===== src/rtl/dqn_ff_pkg.sv =====
// Shared definitions for the DQN feed-forward datapath: layer codes, the
// scheduler FSM encoding, and the weight-RAM layout helpers that the
// scheduler, feed_forward and the weight-file generator all agree on.
package dqn_ff_pkg;

  localparam logic [1:0] LAYER_INPUT    = 2'd0;
  localparam logic [1:0] LAYER_HIDDEN_1 = 2'd1;
  localparam logic [1:0] LAYER_HIDDEN_2 = 2'd2;
  localparam logic [1:0] LAYER_OUTPUT   = 2'd3;

  typedef enum logic [1:0] {
    ST_IDLE  = 2'd0,
    ST_FETCH = 2'd1,
    ST_DRAIN = 2'd2
  } sched_state_e;

  // Weights feeding a layer: one word per (node, source) pair plus one
  // bias word per node. The input layer has no weights.
  function automatic int layer_weight_count(input logic [1:0] layer,
                                            input int n_in, input int n_h1,
                                            input int n_h2, input int n_out);
    int n;
    case (layer)
      LAYER_HIDDEN_1: n = n_h1 * (n_in + 1);
      LAYER_HIDDEN_2: n = n_h2 * (n_h1 + 1);
      LAYER_OUTPUT:   n = n_out * (n_h2 + 1);
      default:        n = 0;
    endcase
    return n;
  endfunction

  // Layer blocks are packed back to back in layer order starting at 0.
  function automatic int layer_base_addr(input logic [1:0] layer,
                                         input int n_in, input int n_h1,
                                         input int n_h2, input int n_out);
    int base;
    base = 0;
    if (layer > LAYER_HIDDEN_1)
      base += layer_weight_count(LAYER_HIDDEN_1, n_in, n_h1, n_h2, n_out);
    if (layer > LAYER_HIDDEN_2)
      base += layer_weight_count(LAYER_HIDDEN_2, n_in, n_h1, n_h2, n_out);
    return base;
  endfunction

endpackage


===== src/rtl/weight_stream_scheduler_if.sv =====
// Bundle between the weight stream scheduler (master side) and its
// environment: feed_forward request/consume signals and the weight RAM
// read port.
//
// Handshake semantics: i_weight_request is a single-cycle pulse sampled on
// the rising edge; there is no ready, rejection is reported by o_error one
// cycle later. o_mem_rd_en/o_mem_addr are registered; the RAM must present
// the addressed word on i_mem_data by the rising edge that closes the read
// cycle. o_weight_valid marks a word the consumer must take that cycle;
// there is no backpressure other than i_pause, which only stops new reads.
interface weight_stream_scheduler_if import dqn_ff_pkg::*; #(
  parameter int DATA_WIDTH  = 32,
  parameter int LAYER_WIDTH = 2,
  parameter int ADDR_WIDTH  = 11
);
  logic [LAYER_WIDTH-1:0] i_current_layer;
  logic                   i_weight_request;
  logic                   i_pause;
  logic                   o_mem_rd_en;
  logic [ADDR_WIDTH-1:0]  o_mem_addr;
  logic [DATA_WIDTH-1:0]  i_mem_data;
  logic                   o_weight_valid;
  logic [DATA_WIDTH-1:0]  o_weight;
  logic                   o_busy;
  logic                   o_layer_done;
  logic                   o_error;
  sched_state_e           dbg_state;
  logic [LAYER_WIDTH-1:0] dbg_layer;

  modport master (
    input  i_current_layer, i_weight_request, i_pause, i_mem_data,
    output o_mem_rd_en, o_mem_addr, o_weight_valid, o_weight,
           o_busy, o_layer_done, o_error, dbg_state, dbg_layer
  );

  modport slave (
    output i_current_layer, i_weight_request, i_pause, i_mem_data,
    input  o_mem_rd_en, o_mem_addr, o_weight_valid, o_weight,
           o_busy, o_layer_done, o_error, dbg_state, dbg_layer
  );
endinterface


===== src/rtl/weight_addr_gen.sv =====
// Burst address generator: loadable read address plus a down-counter of
// reads still to issue. last flags the read that finishes the burst.
module weight_addr_gen #(
  parameter int ADDR_WIDTH = 11,
  parameter int CNT_WIDTH  = 12
) (
  input  logic                  clk,
  input  logic                  rst,
  input  logic                  load,
  input  logic                  step,
  input  logic [ADDR_WIDTH-1:0] load_addr,
  input  logic [CNT_WIDTH-1:0]  load_count,
  output logic [ADDR_WIDTH-1:0] addr,
  output logic                  last
);

  logic [ADDR_WIDTH-1:0] addr_q, addr_d;
  logic [CNT_WIDTH-1:0]  count_q, count_d;

  // Load wins over step; stepping stops at zero so the address never runs
  // past the end of the block.
  always_comb begin
    addr_d  = addr_q;
    count_d = count_q;
    if (load) begin
      addr_d  = load_addr;
      count_d = load_count;
    end else if (step && (count_q != '0)) begin
      addr_d  = addr_q + ADDR_WIDTH'(1);
      count_d = count_q - CNT_WIDTH'(1);
    end
  end

  // Address and count registers.
  always_ff @(posedge clk or posedge rst) begin
    if (rst) begin
      addr_q  <= '0;
      count_q <= '0;
    end else begin
      addr_q  <= addr_d;
      count_q <= count_d;
    end
  end

  assign addr = addr_q;
  assign last = (count_q == CNT_WIDTH'(1));

endmodule


===== src/rtl/weight_stream_scheduler.sv =====
// Streams one layer's weight block from the weight RAM to feed_forward on
// request: one read per cycle, returned data registered onto o_weight with
// o_weight_valid following the read strobe by one cycle.
module weight_stream_scheduler import dqn_ff_pkg::*; #(
  parameter int DATA_WIDTH                    = 32,
  parameter int LAYER_WIDTH                   = 2,
  parameter int NUMBER_OF_INPUT_NODE          = 2,
  parameter int NUMBER_OF_HIDDEN_NODE_LAYER_1 = 32,
  parameter int NUMBER_OF_HIDDEN_NODE_LAYER_2 = 32,
  parameter int NUMBER_OF_OUTPUT_NODE         = 3,
  parameter int ADDR_WIDTH                    = 11
) (
  input logic                       clk,
  input logic                       rst,
  weight_stream_scheduler_if.master bus
);

  // One extra bit so a full-RAM burst length still fits the counter.
  localparam int CNT_WIDTH = ADDR_WIDTH + 1;

  localparam int N_L1 = layer_weight_count(LAYER_HIDDEN_1, NUMBER_OF_INPUT_NODE,
    NUMBER_OF_HIDDEN_NODE_LAYER_1, NUMBER_OF_HIDDEN_NODE_LAYER_2, NUMBER_OF_OUTPUT_NODE);
  localparam int N_L2 = layer_weight_count(LAYER_HIDDEN_2, NUMBER_OF_INPUT_NODE,
    NUMBER_OF_HIDDEN_NODE_LAYER_1, NUMBER_OF_HIDDEN_NODE_LAYER_2, NUMBER_OF_OUTPUT_NODE);
  localparam int N_L3 = layer_weight_count(LAYER_OUTPUT, NUMBER_OF_INPUT_NODE,
    NUMBER_OF_HIDDEN_NODE_LAYER_1, NUMBER_OF_HIDDEN_NODE_LAYER_2, NUMBER_OF_OUTPUT_NODE);
  localparam int B_L1 = layer_base_addr(LAYER_HIDDEN_1, NUMBER_OF_INPUT_NODE,
    NUMBER_OF_HIDDEN_NODE_LAYER_1, NUMBER_OF_HIDDEN_NODE_LAYER_2, NUMBER_OF_OUTPUT_NODE);
  localparam int B_L2 = layer_base_addr(LAYER_HIDDEN_2, NUMBER_OF_INPUT_NODE,
    NUMBER_OF_HIDDEN_NODE_LAYER_1, NUMBER_OF_HIDDEN_NODE_LAYER_2, NUMBER_OF_OUTPUT_NODE);
  localparam int B_L3 = layer_base_addr(LAYER_OUTPUT, NUMBER_OF_INPUT_NODE,
    NUMBER_OF_HIDDEN_NODE_LAYER_1, NUMBER_OF_HIDDEN_NODE_LAYER_2, NUMBER_OF_OUTPUT_NODE);

  sched_state_e           state_q, state_d;
  logic [LAYER_WIDTH-1:0] layer_q, layer_d;
  logic                   rd_en_q, rd_en_d;
  logic                   weight_valid_q, weight_valid_d;
  logic [DATA_WIDTH-1:0]  weight_q, weight_d;
  logic                   layer_done_q, layer_done_d;
  logic                   error_q, error_d;

  logic                   accept;
  logic                   final_read;
  logic                   addr_last;
  logic [ADDR_WIDTH-1:0]  addr;
  logic [ADDR_WIDTH-1:0]  load_addr;
  logic [CNT_WIDTH-1:0]   load_count;

  // Only an idle scheduler takes a request, and the input layer has no
  // weights, so anything else is rejected.
  assign accept = bus.i_weight_request && (state_q == ST_IDLE) &&
                  (bus.i_current_layer != LAYER_WIDTH'(LAYER_INPUT));
  // The read being issued this cycle is the last word of the block.
  assign final_read = rd_en_q && addr_last;

  // Block base and length for the requested layer, loaded on acceptance.
  always_comb begin
    load_addr  = '0;
    load_count = '0;
    case (bus.i_current_layer)
      LAYER_WIDTH'(LAYER_HIDDEN_1): begin
        load_addr  = ADDR_WIDTH'(B_L1);
        load_count = CNT_WIDTH'(N_L1);
      end
      LAYER_WIDTH'(LAYER_HIDDEN_2): begin
        load_addr  = ADDR_WIDTH'(B_L2);
        load_count = CNT_WIDTH'(N_L2);
      end
      LAYER_WIDTH'(LAYER_OUTPUT): begin
        load_addr  = ADDR_WIDTH'(B_L3);
        load_count = CNT_WIDTH'(N_L3);
      end
      default: ;
    endcase
  end

  weight_addr_gen #(
    .ADDR_WIDTH (ADDR_WIDTH),
    .CNT_WIDTH  (CNT_WIDTH)
  ) u_addr_gen (
    .clk        (clk),
    .rst        (rst),
    .load       (accept),
    .step       (rd_en_q),
    .load_addr  (load_addr),
    .load_count (load_count),
    .addr       (addr),
    .last       (addr_last)
  );

  // FSM state register.
  always_ff @(posedge clk or posedge rst) begin
    if (rst) state_q <= ST_IDLE;
    else     state_q <= state_d;
  end

  // FSM next state: FETCH until the final read issues, then one DRAIN
  // cycle while that word returns.
  always_comb begin
    state_d = state_q;
    case (state_q)
      ST_IDLE:  if (accept) state_d = ST_FETCH;
      ST_FETCH: if (final_read) state_d = ST_DRAIN;
      ST_DRAIN: state_d = ST_IDLE;
      default:  state_d = ST_IDLE;
    endcase
  end

  // FSM outputs: read strobe for the next cycle, latched layer, and the
  // registered return path (data captured only with a returning word).
  always_comb begin
    rd_en_d = 1'b0;
    layer_d = layer_q;
    case (state_q)
      ST_IDLE: begin
        rd_en_d = accept && !bus.i_pause;
        if (accept) layer_d = bus.i_current_layer;
      end
      ST_FETCH: rd_en_d = !bus.i_pause && !final_read;
      default: ;
    endcase
    weight_valid_d = rd_en_q;
    weight_d       = rd_en_q ? bus.i_mem_data : weight_q;
    layer_done_d   = final_read;
    error_d        = bus.i_weight_request && !accept;
  end

  // Output registers; reset drops any word in flight.
  always_ff @(posedge clk or posedge rst) begin
    if (rst) begin
      layer_q        <= '0;
      rd_en_q        <= 1'b0;
      weight_valid_q <= 1'b0;
      weight_q       <= '0;
      layer_done_q   <= 1'b0;
      error_q        <= 1'b0;
    end else begin
      layer_q        <= layer_d;
      rd_en_q        <= rd_en_d;
      weight_valid_q <= weight_valid_d;
      weight_q       <= weight_d;
      layer_done_q   <= layer_done_d;
      error_q        <= error_d;
    end
  end

  assign bus.o_mem_rd_en    = rd_en_q;
  assign bus.o_mem_addr     = addr;
  assign bus.o_weight_valid = weight_valid_q;
  assign bus.o_weight       = weight_q;
  assign bus.o_busy         = (state_q != ST_IDLE);
  assign bus.o_layer_done   = layer_done_q;
  assign bus.o_error        = error_q;
  assign bus.dbg_state      = state_q;
  assign bus.dbg_layer      = layer_q;

endmodule


===== src/flat_wrapper.sv =====
// flat-port wrapper written by rule: the top's interface ports become plain ports
module weight_stream_scheduler_flat import dqn_ff_pkg::*;
#(
  parameter int DATA_WIDTH                    = 32,
  parameter int LAYER_WIDTH                   = 2,
  parameter int NUMBER_OF_INPUT_NODE          = 2,
  parameter int NUMBER_OF_HIDDEN_NODE_LAYER_1 = 32,
  parameter int NUMBER_OF_HIDDEN_NODE_LAYER_2 = 32,
  parameter int NUMBER_OF_OUTPUT_NODE         = 3,
  parameter int ADDR_WIDTH                    = 11
)
  (clk, rst, bus_i_current_layer, bus_i_weight_request, bus_i_pause, bus_i_mem_data, bus_o_mem_rd_en, bus_o_mem_addr, bus_o_weight_valid, bus_o_weight, bus_o_busy, bus_o_layer_done, bus_o_error, bus_dbg_state, bus_dbg_layer);
  weight_stream_scheduler_if #(.DATA_WIDTH(DATA_WIDTH), .LAYER_WIDTH(LAYER_WIDTH), .ADDR_WIDTH(ADDR_WIDTH)) bus_i ();
  input logic clk;
  input logic rst;
  input wire logic [$bits(bus_i.i_current_layer)-1:0] bus_i_current_layer;
  input wire logic [$bits(bus_i.i_weight_request)-1:0] bus_i_weight_request;
  input wire logic [$bits(bus_i.i_pause)-1:0] bus_i_pause;
  input wire logic [$bits(bus_i.i_mem_data)-1:0] bus_i_mem_data;
  output wire logic [$bits(bus_i.o_mem_rd_en)-1:0] bus_o_mem_rd_en;
  output wire logic [$bits(bus_i.o_mem_addr)-1:0] bus_o_mem_addr;
  output wire logic [$bits(bus_i.o_weight_valid)-1:0] bus_o_weight_valid;
  output wire logic [$bits(bus_i.o_weight)-1:0] bus_o_weight;
  output wire logic [$bits(bus_i.o_busy)-1:0] bus_o_busy;
  output wire logic [$bits(bus_i.o_layer_done)-1:0] bus_o_layer_done;
  output wire logic [$bits(bus_i.o_error)-1:0] bus_o_error;
  output wire logic [$bits(bus_i.dbg_state)-1:0] bus_dbg_state;
  output wire logic [$bits(bus_i.dbg_layer)-1:0] bus_dbg_layer;
  assign bus_i.i_current_layer = bus_i_current_layer;
  assign bus_i.i_weight_request = bus_i_weight_request;
  assign bus_i.i_pause = bus_i_pause;
  assign bus_i.i_mem_data = bus_i_mem_data;
  assign bus_o_mem_rd_en = bus_i.o_mem_rd_en;
  assign bus_o_mem_addr = bus_i.o_mem_addr;
  assign bus_o_weight_valid = bus_i.o_weight_valid;
  assign bus_o_weight = bus_i.o_weight;
  assign bus_o_busy = bus_i.o_busy;
  assign bus_o_layer_done = bus_i.o_layer_done;
  assign bus_o_error = bus_i.o_error;
  assign bus_dbg_state = bus_i.dbg_state;
  assign bus_dbg_layer = bus_i.dbg_layer;
  weight_stream_scheduler #(.DATA_WIDTH(DATA_WIDTH), .LAYER_WIDTH(LAYER_WIDTH), .NUMBER_OF_INPUT_NODE(NUMBER_OF_INPUT_NODE), .NUMBER_OF_HIDDEN_NODE_LAYER_1(NUMBER_OF_HIDDEN_NODE_LAYER_1), .NUMBER_OF_HIDDEN_NODE_LAYER_2(NUMBER_OF_HIDDEN_NODE_LAYER_2), .NUMBER_OF_OUTPUT_NODE(NUMBER_OF_OUTPUT_NODE), .ADDR_WIDTH(ADDR_WIDTH)) u_core (.clk(clk), .rst(rst), .bus(bus_i));
endmodule

===== config.mk =====
export PLATFORM = sky130hd
export DESIGN_NAME = weight_stream_scheduler_flat
export DESIGN_NICKNAME = d
export VERILOG_FILES = /design/src/rtl/dqn_ff_pkg.sv /design/src/rtl/weight_stream_scheduler_if.sv /design/src/rtl/weight_addr_gen.sv /design/src/rtl/weight_stream_scheduler.sv /design/src/flat_wrapper.sv
export SDC_FILE = /design/constraint.sdc
export NUM_CORES = 1
export LEC_CHECK = 0
export CORE_ASPECT_RATIO = 1.1
export CORE_MARGIN = 2
export CORE_UTILIZATION = 25
export CTS_CLUSTER_DIAMETER = 50
export DETAILED_ROUTE_END_ITERATION = 6
export PLACE_DENSITY = 0.52
export SYNTH_ARGS = -nofsm -noshare
export SYNTH_HDL_FRONTEND = slang
export SYNTH_SLANG_ARGS = --single-unit
export TNS_END_PERCENT = 50

===== constraint.sdc =====
create_clock -name clk -period 3.8 [get_ports clk]
set_input_delay 0.38 -clock clk [delete_from_list [all_inputs] [get_ports clk]]
set_output_delay 0.38 -clock clk [all_outputs]
set_load 0.01 [all_outputs]

==> reports/qor.yml, run 1 <==
global_routing:
  antenna_found_initial: 0
  grt_overflow: 0
  track_usage_pct: 11.7
  grt_max_degree: 39
  grt_pass1_wl_um: 11100
  grt_pass1_vias: 2221
die:
  ios: 90
  die_w_um: 104
  die_h_um: 114
  core_area_um2: 10900
  rows: 40
  initial_core_util_pct: 25.5
  dieArea_um2: 11900
logic_synthesis:
  synth_top_area_share_pct: 56.9
  synth_cells: 225
  synthArstFlopShare_pct: 100
  ys_ff_latch: 63
  syn_nets: 267
  synth_cell_types: 39
  synth_edf_count: 0
  synthFlopType: "dfrtp_1"
  synth_warnings: 0
  syn_area_per_cell_um2: 12.3
  seq_area_frac_synth_pct: 56.9
  syn_area_um2: 2770
  synth_area_leader_cell: "dfrtp_1"
  synth_area_leaders: "dfrtp_1, mux2_2, or4_1"
worst_hold_path:
  hp-class: "flip-flop to flip-flop"
  worstHoldStart: "u_core.bus.dbg_layer[1]$_DFFE_PP0P_"
clocking:
  cts_buffers: 9
  cts_resized: 0
  cts-root-buf: "clkbuf_16"
  clock-sinks: 63
  cts.hold.buffers_added: 0
  cts_max_level: 3
  cts_setup_buffers: 0
  clockBufferDepth: 2
  clk_latency_ns: 0.32
  cts_tree: "built"
  clk_pin_slew_ns: 0.05
setup_path:
  worstSetupEndpointType: "flip-flop"
  start_kind: "flip-flop"
  path_cells: "or4_1 -> o31ai_4 -> o21ai_0 -> a21oi_1"
  worst_path_max_delay_cell: "or4_1"
  reg2reg_from: "u_core.u_addr_gen.count_q[6]$_DFFE_PP0P_"
  worstPathArrival_ns: 2.54
  startpoint: "u_core.u_addr_gen.count_q[6]$_DFFE_PP0P_"
  cp_top_family: "compound AO/OA/AOI/OAI gates"
  cp_max_fo: 18
  critPathMaxStageDelay_ns: 0.73
  critPathKind: "flip-flop to flip-flop"
  critical_path_buf_inv_count: 0
  cp.required_ns: 4.04
  reg2reg_slack_ns: 1.50
placement:
  dp_slack_ns: 1.50
  dp_hpwl_um: 4590
  placedCellCount: 455
  gp_congestion: 0.740
  numPortBuffers: 89
finish:
  final_common_cell: "clkdlybuf4s50_1"
  fin_nets: 361
  final_cell_mix: "clkdlybuf4s50_1, dfrtp_1, mux2_2"
  n_antenna_cell: 0
  drive_gt1_share_pct: 17.3
  area_growth_pct: 48.4
  final_cells: 471
  final_util_pct: 37.9
  fill_cells: 1090
power:
  pwr-share-clk_pct: 27.3
  pwr-share-comb_pct: 35.1
  p_per_area_nw_per_um2: 716
  power.leakage_nw: 1.62
  p_int_w: 0.00200
  p_sw_w: 0.000941
  p_sw_share_pct: 32.0
  ir_drop_mv: 0.288
  seqPwrFrac_pct: 37.6
drt:
  drtIter0Drc: 86
  via_count: 2155
  drc_errors: 0
  drt_pre_antenna_iters: 4
  ant_nets: 0
  wl_per_cell_um: 14.0
  via_per_inst: 4.58
  finalWirelength_um: 6580
sta:
  min_period_ns: 2.30
  setup_violations: 0
  layout_setup_ws_ns: 1.50
  timing.slew.headroom_pct: 44.0
  drv_slew: 0
  tns_ns: 0
  rsz0062_at_grt: "no"
  hold_viol: 0
  timing.fmax_mhz: 434
  period_share_pct: 60.6
  whs_ns: 0.488
  fin_skew_ns: 0.00429
  tightest_slew_ns: 0.839
job:
  cap_violations: 0
run_status:
  status: "finished, final reports clean"
layout make-up:
class                   instances  area [um2]  area share [%]
clock buffers                  12         246            5.99
clock inverters                 4        45.0            1.10
inverters                       5        18.8           0.456
multi-input cells             148        1130            27.4
flip-flops and latches         63        1580            38.4
well taps                     147         184            4.47
repair buffers                 92         913            22.2
logic make-up (layout without fill, tap and decap cells):
kind of cell / Yosys count / in the layout / share of synthesized area [%]
compound gates: 40 / 40 / 10.2
xor+xnor: 4 / 4 / 1.26
fa+ha+maj: 4 / 4 / 1.81
buf+inv: 14 / 113 / 2.44
flops: 63 / 63 / 56.9
mux: 34 / 34 / 13.7
simple gates: 66 / 66 / 13.6
per-layer routing:
metal  vias up  wire [um]  GRT usage (%)
li1       1018          -              -
met1      1064       3110           14.9
met2        67       2990           18.4
met5         -          0              0
met3         6        401           4.27
met4         0         72           4.14
flip-flops by register name, summed over array words and instances, names as in the netlist:
signal	cells
u_core.bus.o_mem_rd_en	1
u_core.bus.o_weight	32
u_core.bus.o_layer_done	1
u_core.bus.dbg_layer	2
u_core.u_addr_gen.addr	11
u_core.u_addr_gen.count_q	12
u_core.bus.o_error	1
u_core.bus.dbg_state	2
u_core.bus.o_weight_valid	1
power by group through the flow:
stage / Sequential [W] / Clock, W / Combinational [W]
floorplan: 0.00114 / 0 / 0.000517
global placement: 0.00111 / 0 / 0.00104
detailed placement: 0.00112 / 0 / 0.00104
CTS: 0.00111 / 0.000832 / 0.00105
global route: 0.00114 / 0.000866 / 0.00113
finish: 0.00111 / 0.000804 / 0.00103
path summary, 6_finish.rpt:
check,cells past startpoint,to
max,4,u_core.u_addr_gen.addr[3]$_DFFE_PP0P_
min,2,u_core.bus.dbg_layer[1]$_DFFE_PP0P_
max reg2reg,4,u_core.u_addr_gen.addr[3]$_DFFE_PP0P_
min reg2reg,2,u_core.bus.dbg_layer[1]$_DFFE_PP0P_
max in group asynchronous,3,u_core.bus.o_weight[25]$_DFFE_PP0P_
min in group asynchronous,2,u_core.bus.o_weight_valid$_DFF_PP0_
metrics by stage:
stage / cell area, um2 / power [W]
6_report: 4110 / 0.00294
5_1_grt: 4110 / 0.00314
4_1_cts: 4110 / 0.00299
3_5_place_dp: 3820 / 0.00216
3_3_place_gp: 3820 / 0.00215
2_1_floorplan: 2770 / 0.00166
worst reg2reg max path: cells and delay by family, from the launching register on:
family          cells  cell delay (ns)
compound gates      3             1.08
flops               1             0.42
simple gates        1             0.73
cell usage after synthesis (2+ instances only):
cell type  instances
dfrtp_1           63
mux2_2            32
nand2_1           12
a21oi_1           11
nor2_1            11
or4_1             11
o31ai_1            8
o21ai_0            7
or3_1              7
a31oi_1            6
clkbuf_1           6
inv_1              5
ha_1               4
nand3_1            4
nand4_1            3
nor4_1             3
xor2_1             3
and2_1             2
buf_6              2
mux2i_1            2
nor2b_1            2
nor3b_1            2
o211ai_1           2
or2_2              2
Note: power is estimated with default switching activity, not from simulation.
==> run 2: changes to the inputs <==
--- a/config.mk
+++ b/config.mk
@@ -10,7 +10,7 @@
 export CORE_UTILIZATION = 25
 export CTS_CLUSTER_DIAMETER = 50
 export DETAILED_ROUTE_END_ITERATION = 6
-export PLACE_DENSITY = 0.52
+export PLACE_DENSITY = 0.53
 export SYNTH_ARGS = -nofsm -noshare
 export SYNTH_HDL_FRONTEND = slang
 export SYNTH_SLANG_ARGS = --single-unit
==> constraint.sdc (replaced) <==
create_clock -name clk -period 2 [get_ports clk]
set_input_delay 0.2 -clock clk [delete_from_list [all_inputs] [get_ports clk]]
set_output_delay 0.2 -clock clk [all_outputs]
set_load 0.01 [all_outputs]
==> reports/qor.yml, run 2 (synthesis gave the netlist of run 1 again) <==
run_status:
  status: "finished, final reports clean"
setup_path:
  worstSetupEndpointType: "flip-flop"
  reg2reg_slack_ns: 0.06  # -1.43 ns
  critPathKind: "flip-flop to flip-flop"
  path_cells: "or4_4 -> buf_4 -> o31ai_4 -> buf_4 -> xnor2_1 -> a21oi_1"
  cp_max_fo: 6  # -12
  r2r_cells: 6  # +2
  start_kind: "flip-flop"
  worst_path_max_delay_cell: "or4_4"
  reg2reg_from: "u_core.u_addr_gen.count_q[6]$_DFFE_PP0P_"
  cp.required_ns: 2.20  # -1.84 ns
  worstPathArrival_ns: 2.14  # -0.40 ns
  critPathMaxStageDelay_ns: 0.55  # -0.18 ns
  crit_path_frequent_cell: "buf_4"
  rr_endpoint: "u_core.u_addr_gen.count_q[0]$_DFFE_PP0P_"
placement:
  numPortBuffers: 89  # unchanged
  placedCellCount: 473  # +4.0%
  dp_hpwl_um: 4870  # +6.1%
  gp_congestion: 0.762  # +3.0%
die:
  dieArea_um2: 11900  # unchanged
  core_area_um2: 10900  # unchanged
  initial_core_util_pct: 25.5  # unchanged
  die_w_um: 104  # unchanged
  die_h_um: 114  # unchanged
  ios: 90  # unchanged
  rows: 40  # unchanged
clocking:
  cts.hold.buffers_added: 0  # unchanged
  cts_resized: 0  # unchanged
  cts_buffers: 9  # unchanged
  cts_tree: "built"
  cts_setup_buffers: 0  # unchanged
  clk_pin_slew_ns: 0.06  # about the same
  cts_max_level: 3  # unchanged
  clockBufferDepth: 2  # unchanged
  cts-root-buf: "clkbuf_16"
  clock-sinks: 63  # unchanged
  clk_latency_ns: 0.32  # about the same
power:
  pwr-share-clk_pct: 25.1  # -2.2 points
  p_sw_share_pct: 32.8  # +0.87 points
  power.leakage_nw: 1.70  # +4.7%
  p_int_w: 0.00386  # +93%
  ir_drop_mv: 0.523  # +82%
  p_per_area_nw_per_um2: 1340  # +87%
  p_sw_w: 0.00189  # +100%
  pwr-share-comb_pct: 38.6  # +3.5 points
  p_total_w: 0.00575  # +95%
  seqPwrFrac_pct: 36.3  # -1.3 points
global_routing:
  track_usage_pct: 11.5  # -0.17 points
  grt_overflow: 0  # unchanged
  grt_max_degree: 34  # -13%
  antenna_found_initial: 0  # unchanged
  grt_pass1_wl_um: 10900  # -1.4%
  grt_pass1_vias: 2219  # -0.090%
worst_hold_path:
  hp-class: "input pin to async pin"
finish:
  final_common_cell: "clkdlybuf4s50_1"
  largest_reg_flops: 32  # unchanged
  final_cell_mix: "clkdlybuf4s50_1, dfrtp_1, mux2_2"
  drive_gt1_share_pct: 23.7  # +6.4 points
  multi_input_area_um2: 1160  # +2.6%
  final_cells: 489  # +3.8%
  final-seq-area_um2: 1580  # unchanged
  final_util_pct: 39.6  # +1.7 points
  fill_cells: 1065  # -2.3%
  fin_nets: 379  # +5.0%
  n_antenna_cell: 0  # unchanged
  area_growth_pct: 55.0
sta:
  tns_ns: 0  # unchanged
  hold_viol: 0  # unchanged
  drv_slew: 0  # unchanged
  tightest_slew_ns: 0.532  # -0.307 ns
  min_period_ns: 1.94  # -0.367 ns
  fin_skew_ns: 0.00749  # +0.00320 ns
  timing.fmax_mhz: 516  # +19%
  setup_violations: 0  # unchanged
  period_share_pct: 96.8  # +36 points
  timing.slew.headroom_pct: 64.2  # +20 points
drt:
  via_count: 2186  # +1.4%
  drc_errors: 0  # unchanged
  drtIter0Drc: 63  # -27%
  via_per_inst: 4.47  # -2.3%
  wl_per_cell_um: 13.8  # -1.5%
  finalWirelength_um: 6730  # +2.3%
  drt_pre_antenna_iters: 4  # unchanged
  ant_nets: 0  # unchanged
job:
  cap_violations: 0  # unchanged
-- run 2: per-layer routing --
layer  up-vias  GRT usage [%]  share of wire (%)
met4         0           4.68                1.4
met2        65           18.5                 47
li1       1058              -                  -
met3         7           3.76                5.7
met1      1056           14.4                 46
met5         -              0                  0
-- run 2: how the worst max path moves through the flow --
stage                                              from                                        to  slack [ns]  cells after the start
6_report       u_core.u_addr_gen.count_q[6]$_DFFE_PP0P_  u_core.u_addr_gen.count_q[0]$_DFFE_PP0P_        0.06                      6
5_1_grt        u_core.u_addr_gen.count_q[6]$_DFFE_PP0P_     u_core.u_addr_gen.addr[1]$_DFFE_PP0P_       -0.02                      6
4_1_cts        u_core.u_addr_gen.count_q[6]$_DFFE_PP0P_     u_core.u_addr_gen.addr[6]$_DFFE_PP0P_        0.04                      5
3_5_place_dp   u_core.u_addr_gen.count_q[6]$_DFFE_PP0P_     u_core.u_addr_gen.addr[6]$_DFFE_PP0P_        0.07                      5
3_3_place_gp   u_core.u_addr_gen.count_q[6]$_DFFE_PP0P_    u_core.u_addr_gen.addr[10]$_DFFE_PP0P_         0.1                      5
2_1_floorplan  u_core.u_addr_gen.count_q[0]$_DFFE_PP0P_     u_core.u_addr_gen.addr[1]$_DFFE_PP0P_        0.05                      7
-- run 2: layout make-up --
cell class | count | share of cell area, %
Timing Repair Buffer | 110 | 25.0
Inverter | 5 | 0.437
Clock buffer | 10 | 5.56
Sequential cell | 63 | 36.7
Tap cell | 147 | 4.28
Multi-Input combinational cell | 148 | 26.9
Clock inverter | 6 | 1.08
-- run 2: power by group through the flow --
stage	Sequential, W	Clock [W]	Combinational [W]
CTS	0.00207	0.00150	0.00220
finish	0.00209	0.00144	0.00222
global placement	0.00208	0	0.00218
global route	0.00216	0.00156	0.00244
detailed placement	0.00209	0	0.00219
floorplan	0.00217	0	0.000989
-- run 2: per-stage QoR --
stage	setup WS [ns]	hold WS (ns)	area, um2
5_1_grt	-0.0178	0.273	4300
6_report	0.0637	0.234	4300
3_3_place_gp	0.0979	0.475	3980
2_1_floorplan	0.0458	0.271	2770
3_5_place_dp	0.0710	0.470	3980
4_1_cts	0.0442	0.243	4270
-- run 2: critical path, delay by kind of cell (launching register included) --
family                    cells  cell delay, ns
AOI/OAI and AO/OA             2            0.39
xor gates and xnor gates      1            0.12
buffers and inverters         2            0.39
DFF                           1            0.38
and+or+nand+nor               1            0.55
==> run 3: changes to the inputs <==
--- a/config.mk
+++ b/config.mk
@@ -5,12 +5,13 @@
 export SDC_FILE = /design/constraint.sdc
 export NUM_CORES = 1
 export LEC_CHECK = 0
+export ABC_AREA = 1
 export CORE_ASPECT_RATIO = 1.1
 export CORE_MARGIN = 2
 export CORE_UTILIZATION = 25
 export CTS_CLUSTER_DIAMETER = 50
 export DETAILED_ROUTE_END_ITERATION = 6
-export PLACE_DENSITY = 0.53
+export PLACE_DENSITY = 0.52
 export SYNTH_ARGS = -nofsm -noshare
 export SYNTH_HDL_FRONTEND = slang
 export SYNTH_SLANG_ARGS = --single-unit
==> reports/qor.yml, run 3 <==
setup_path:
  cp.required_ns: 1.80  # -0.40 ns
  critical_path_buf_inv_count: 2  # unchanged
  critPathKind: "flip-flop to output port"
  worst_path_max_delay_cell: "clkdlybuf4s50_1"
  path_cells: "nor2_1 -> inv_1 -> clkdlybuf4s50_1"
  rr_endpoint: "u_core.u_addr_gen.addr[0]$_DFFE_PP0P_"
  reg2reg_from: "u_core.bus.dbg_state[1]$_DFFE_PP0P_"
  worstPathArrival_ns: 1.54  # -0.60 ns
  reg2reg_slack_ns: 0.34  # +0.28 ns
  start_kind: "flip-flop"
  r2r_cells: 6  # unchanged
  cp_max_fo: 4  # -2
  critPathMaxStageDelay_ns: 0.49  # -0.06 ns
  worstSetupEndpointType: "output port"
  cp_top_family: "buffers and inverters"
drt:
  wl_met2_um: 3360  # +6.8%
  via_count: 2719  # +24%
  met1Wirelength_um: 3650  # +17%
  ant_nets: 0  # unchanged
  drc_errors: 0  # unchanged
  top_layer: "met4"
  drt_pre_antenna_iters: 4  # unchanged
  finalWirelength_um: 7900  # +17%
  wl_per_cell_um: 12.5  # -9.2%
  drtIter0Drc: 176  # +180%
  met3WireLength_um: 768  # +99%
  via_per_inst: 4.30  # -3.8%
die:
  initial_core_util_pct: 25.4  # -0.11 points
  ios: 90  # unchanged
  dieArea_um2: 13100  # +9.5%
  core_area_um2: 12000  # +10%
  rows: 42  # +5.0%
  die_h_um: 120  # +4.6%
  die_w_um: 109  # +4.6%
global_routing:
  antenna_found_initial: 0  # unchanged
  track_usage_pct: 12.8  # +1.2 points
  grt_overflow: 0  # unchanged
  grt_pass1_vias: 2699  # +22%
  grt_pass1_wl_um: 13100  # +19%
  grt_max_degree: 64  # +88%
logic_synthesis:
  synth_compound_area_share_pct: 5.92  # -4.3 points
  syn_area_um2: 3040  # +9.8%
  seq_area_frac_synth_pct: 51.8  # -5.1 points
  synthFlopType: "dfrtp_1"
  synth_area_leader_cell: "dfrtp_1"
  synth_warnings: 0  # unchanged
  synth.area.mux_share_pct: 0  # -14 points
  synth_cells: 377  # +68%
  synth_top_family_by_area: "simple AND/OR/NAND/NOR gates"
  synth_common_cells: "nand2_1, dfrtp_1, inv_1, nor2_1, nand3_1"
  synth_cell_types: 26  # -33%
  synth_edf_count: 0  # unchanged
  syn_area_per_cell_um2: 8.07  # -34%
  synth_top_area_share_pct: 51.8  # -5.1 points
  synthArstFlopShare_pct: 100  # unchanged
  yosysMostFrequentCell: "nand2_1"
  ys_ff_latch: 63  # unchanged
  synth-simple-area-share_pct: 32.4  # +19 points
  syn_nets: 419  # +57%
  synthXorXnorAreaFrac_pct: 1.44  # +0.17 points
  synth_area_leaders: "dfrtp_1, nand2_1, inv_1"
  synth_fa_ha_area_share_pct: 1.64  # -0.16 points
sta:
  period_share_pct: 87.1  # -9.8 points
  fin_skew_ns: 0.0103  # +0.00278 ns
  setup_violations: 0  # unchanged
  tns_ns: 0  # unchanged
  drv_slew: 0  # unchanged
  rsz0062_at_grt: "no"
  min_period_ns: 1.74  # -0.195 ns
  timing.fmax_mhz: 574  # +11%
  tightest_slew_ns: 0.374  # -0.158 ns
  hold_viol: 0  # unchanged
  timing.slew.headroom_pct: 75.1  # +11 points
  whs_ns: 0.230  # -0.00467 ns
placement:
  dp_hpwl_um: 5670  # +16%
  gp_congestion: 0.823  # +8.0%
  numPortBuffers: 89  # unchanged
clocking:
  cts.hold.buffers_added: 0  # unchanged
  cts_setup_buffers: 0  # unchanged
  clk_pin_slew_ns: 0.05  # about the same
  clockBufferDepth: 2  # unchanged
  cts_buffers: 9  # unchanged
  clock-sinks: 63  # unchanged
  cts_max_level: 3  # unchanged
  clk_latency_ns: 0.33  # about the same
  cts_tree: "built"
  cts-root-buf: "clkbuf_16"
  cts_resized: 0  # unchanged
run_status:
  status: "finished, final reports clean"
finish:
  area_growth_pct: 45.8
  fin_nets: 515  # +36%
  largest_reg_flops: 32  # unchanged
  n_antenna_cell: 0  # unchanged
  final_common_cell: "nand2_1"
  fill_cells: 1280  # +20%
  final_cell_mix: "nand2_1, clkdlybuf4s50_1, dfrtp_1"
  drive_gt1_share_pct: 11.5  # -12 points
power:
  p_total_w: 0.00551  # -4.1%
  power.leakage_nw: 2.18  # +28%
  p_per_area_nw_per_um2: 1240  # -7.2%
  ir_drop_mv: 0.399  # -24%
job:
  cap_violations: 0  # unchanged
worst_hold_path:
  hp-class: "input pin to async pin"
## run 3: cell types whose count changed after synthesis, moves of 8 or more
cell	change
o31ai_1	-8
o21ai_2	+12
nand3_1	+16
nor2_1	+14
inv_1	+27
nand2_1	+147
mux2_2	-32
or4_1	-11
## run 3: how the worst max path moves through the flow
| stage | from | endpoint | cells after the start |
|---|---|---|---|
| finish | u_core.bus.dbg_state[1]$_DFFE_PP0P_ | bus_o_busy | 3 |
| global route | u_core.bus.dbg_state[1]$_DFFE_PP0P_ | bus_o_busy | 3 |
| CTS | u_core.bus.dbg_state[1]$_DFFE_PP0P_ | bus_o_busy | 3 |
| detailed placement | bus_i_current_layer[1] | u_core.u_addr_gen.addr[0]$_DFFE_PP0P_ | 8 |
| global placement | bus_i_current_layer[1] | u_core.u_addr_gen.addr[0]$_DFFE_PP0P_ | 8 |
| floorplan | rst | u_core.bus.dbg_layer[0]$_DFFE_PP0P_ | 1 |
## run 3: report_power, final
| part | switching [W] | internal (W) | total [W] | leakage [nW] |
|---|---|---|---|---|
| clock | 0.000554 | 0.00103 | 0.00158 | 0.152 |
| sequential | 0.000354 | 0.00163 | 0.00198 | 0.779 |
| combinational | 0.00101 | 0.000933 | 0.00194 | 1.25 |
| total | 0.00192 | 0.00359 | 0.00551 | 2.18 |
## run 3: area by class of cell
cell class                      instances  area, um2  share of cell area [%]
Multi-Input combinational cell        266       1260                    28.4
Clock buffer                           11        253                    5.69
Inverter                               36        135                    3.04
Sequential cell                        63       1580                    35.5
Tap cell                              154        193                    4.34
Clock inverter                          5       56.3                    1.27
Timing Repair Buffer                   97        963                    21.7
## run 3: logic make-up after synthesis
group | Yosys count
DFF | 63
adders and majority gates | 4
AOI/OAI and AO/OA | 26
buffers and inverters | 48
xor gates and xnor gates | 5
and+or+nand+nor | 231
## run 3: worst register-to-register path, cell delays in order, from the launching register on
cell and delay [ns]:
dfrtp_1 0.40, nor2_1 0.25, nand3_2 0.30, nand2_4 0.33, inv_2 0.13, nand2_1 0.08, o21ai_1 0.06
## run 3: layer usage
metal  track usage, %  up-vias
met3             4.51       10
li1                 -     1367
met4             4.83        0
met1             16.4     1246
met2             19.7       96
met5                0        -
## run 3: through the flow
step / utilization, % / std cells / setup slack (ns) / cell area (um2)
floorplan: - / 377 / 0.230 / 3040
finish: 37.0 / 632 / 0.259 / 4440
detailed placement: 34.5 / 616 / 0.193 / 4130
CTS: 37.0 / 632 / 0.183 / 4440
global route: 37.0 / 632 / 0.139 / 4440
global placement: 34.5 / 616 / 0.251 / 4130
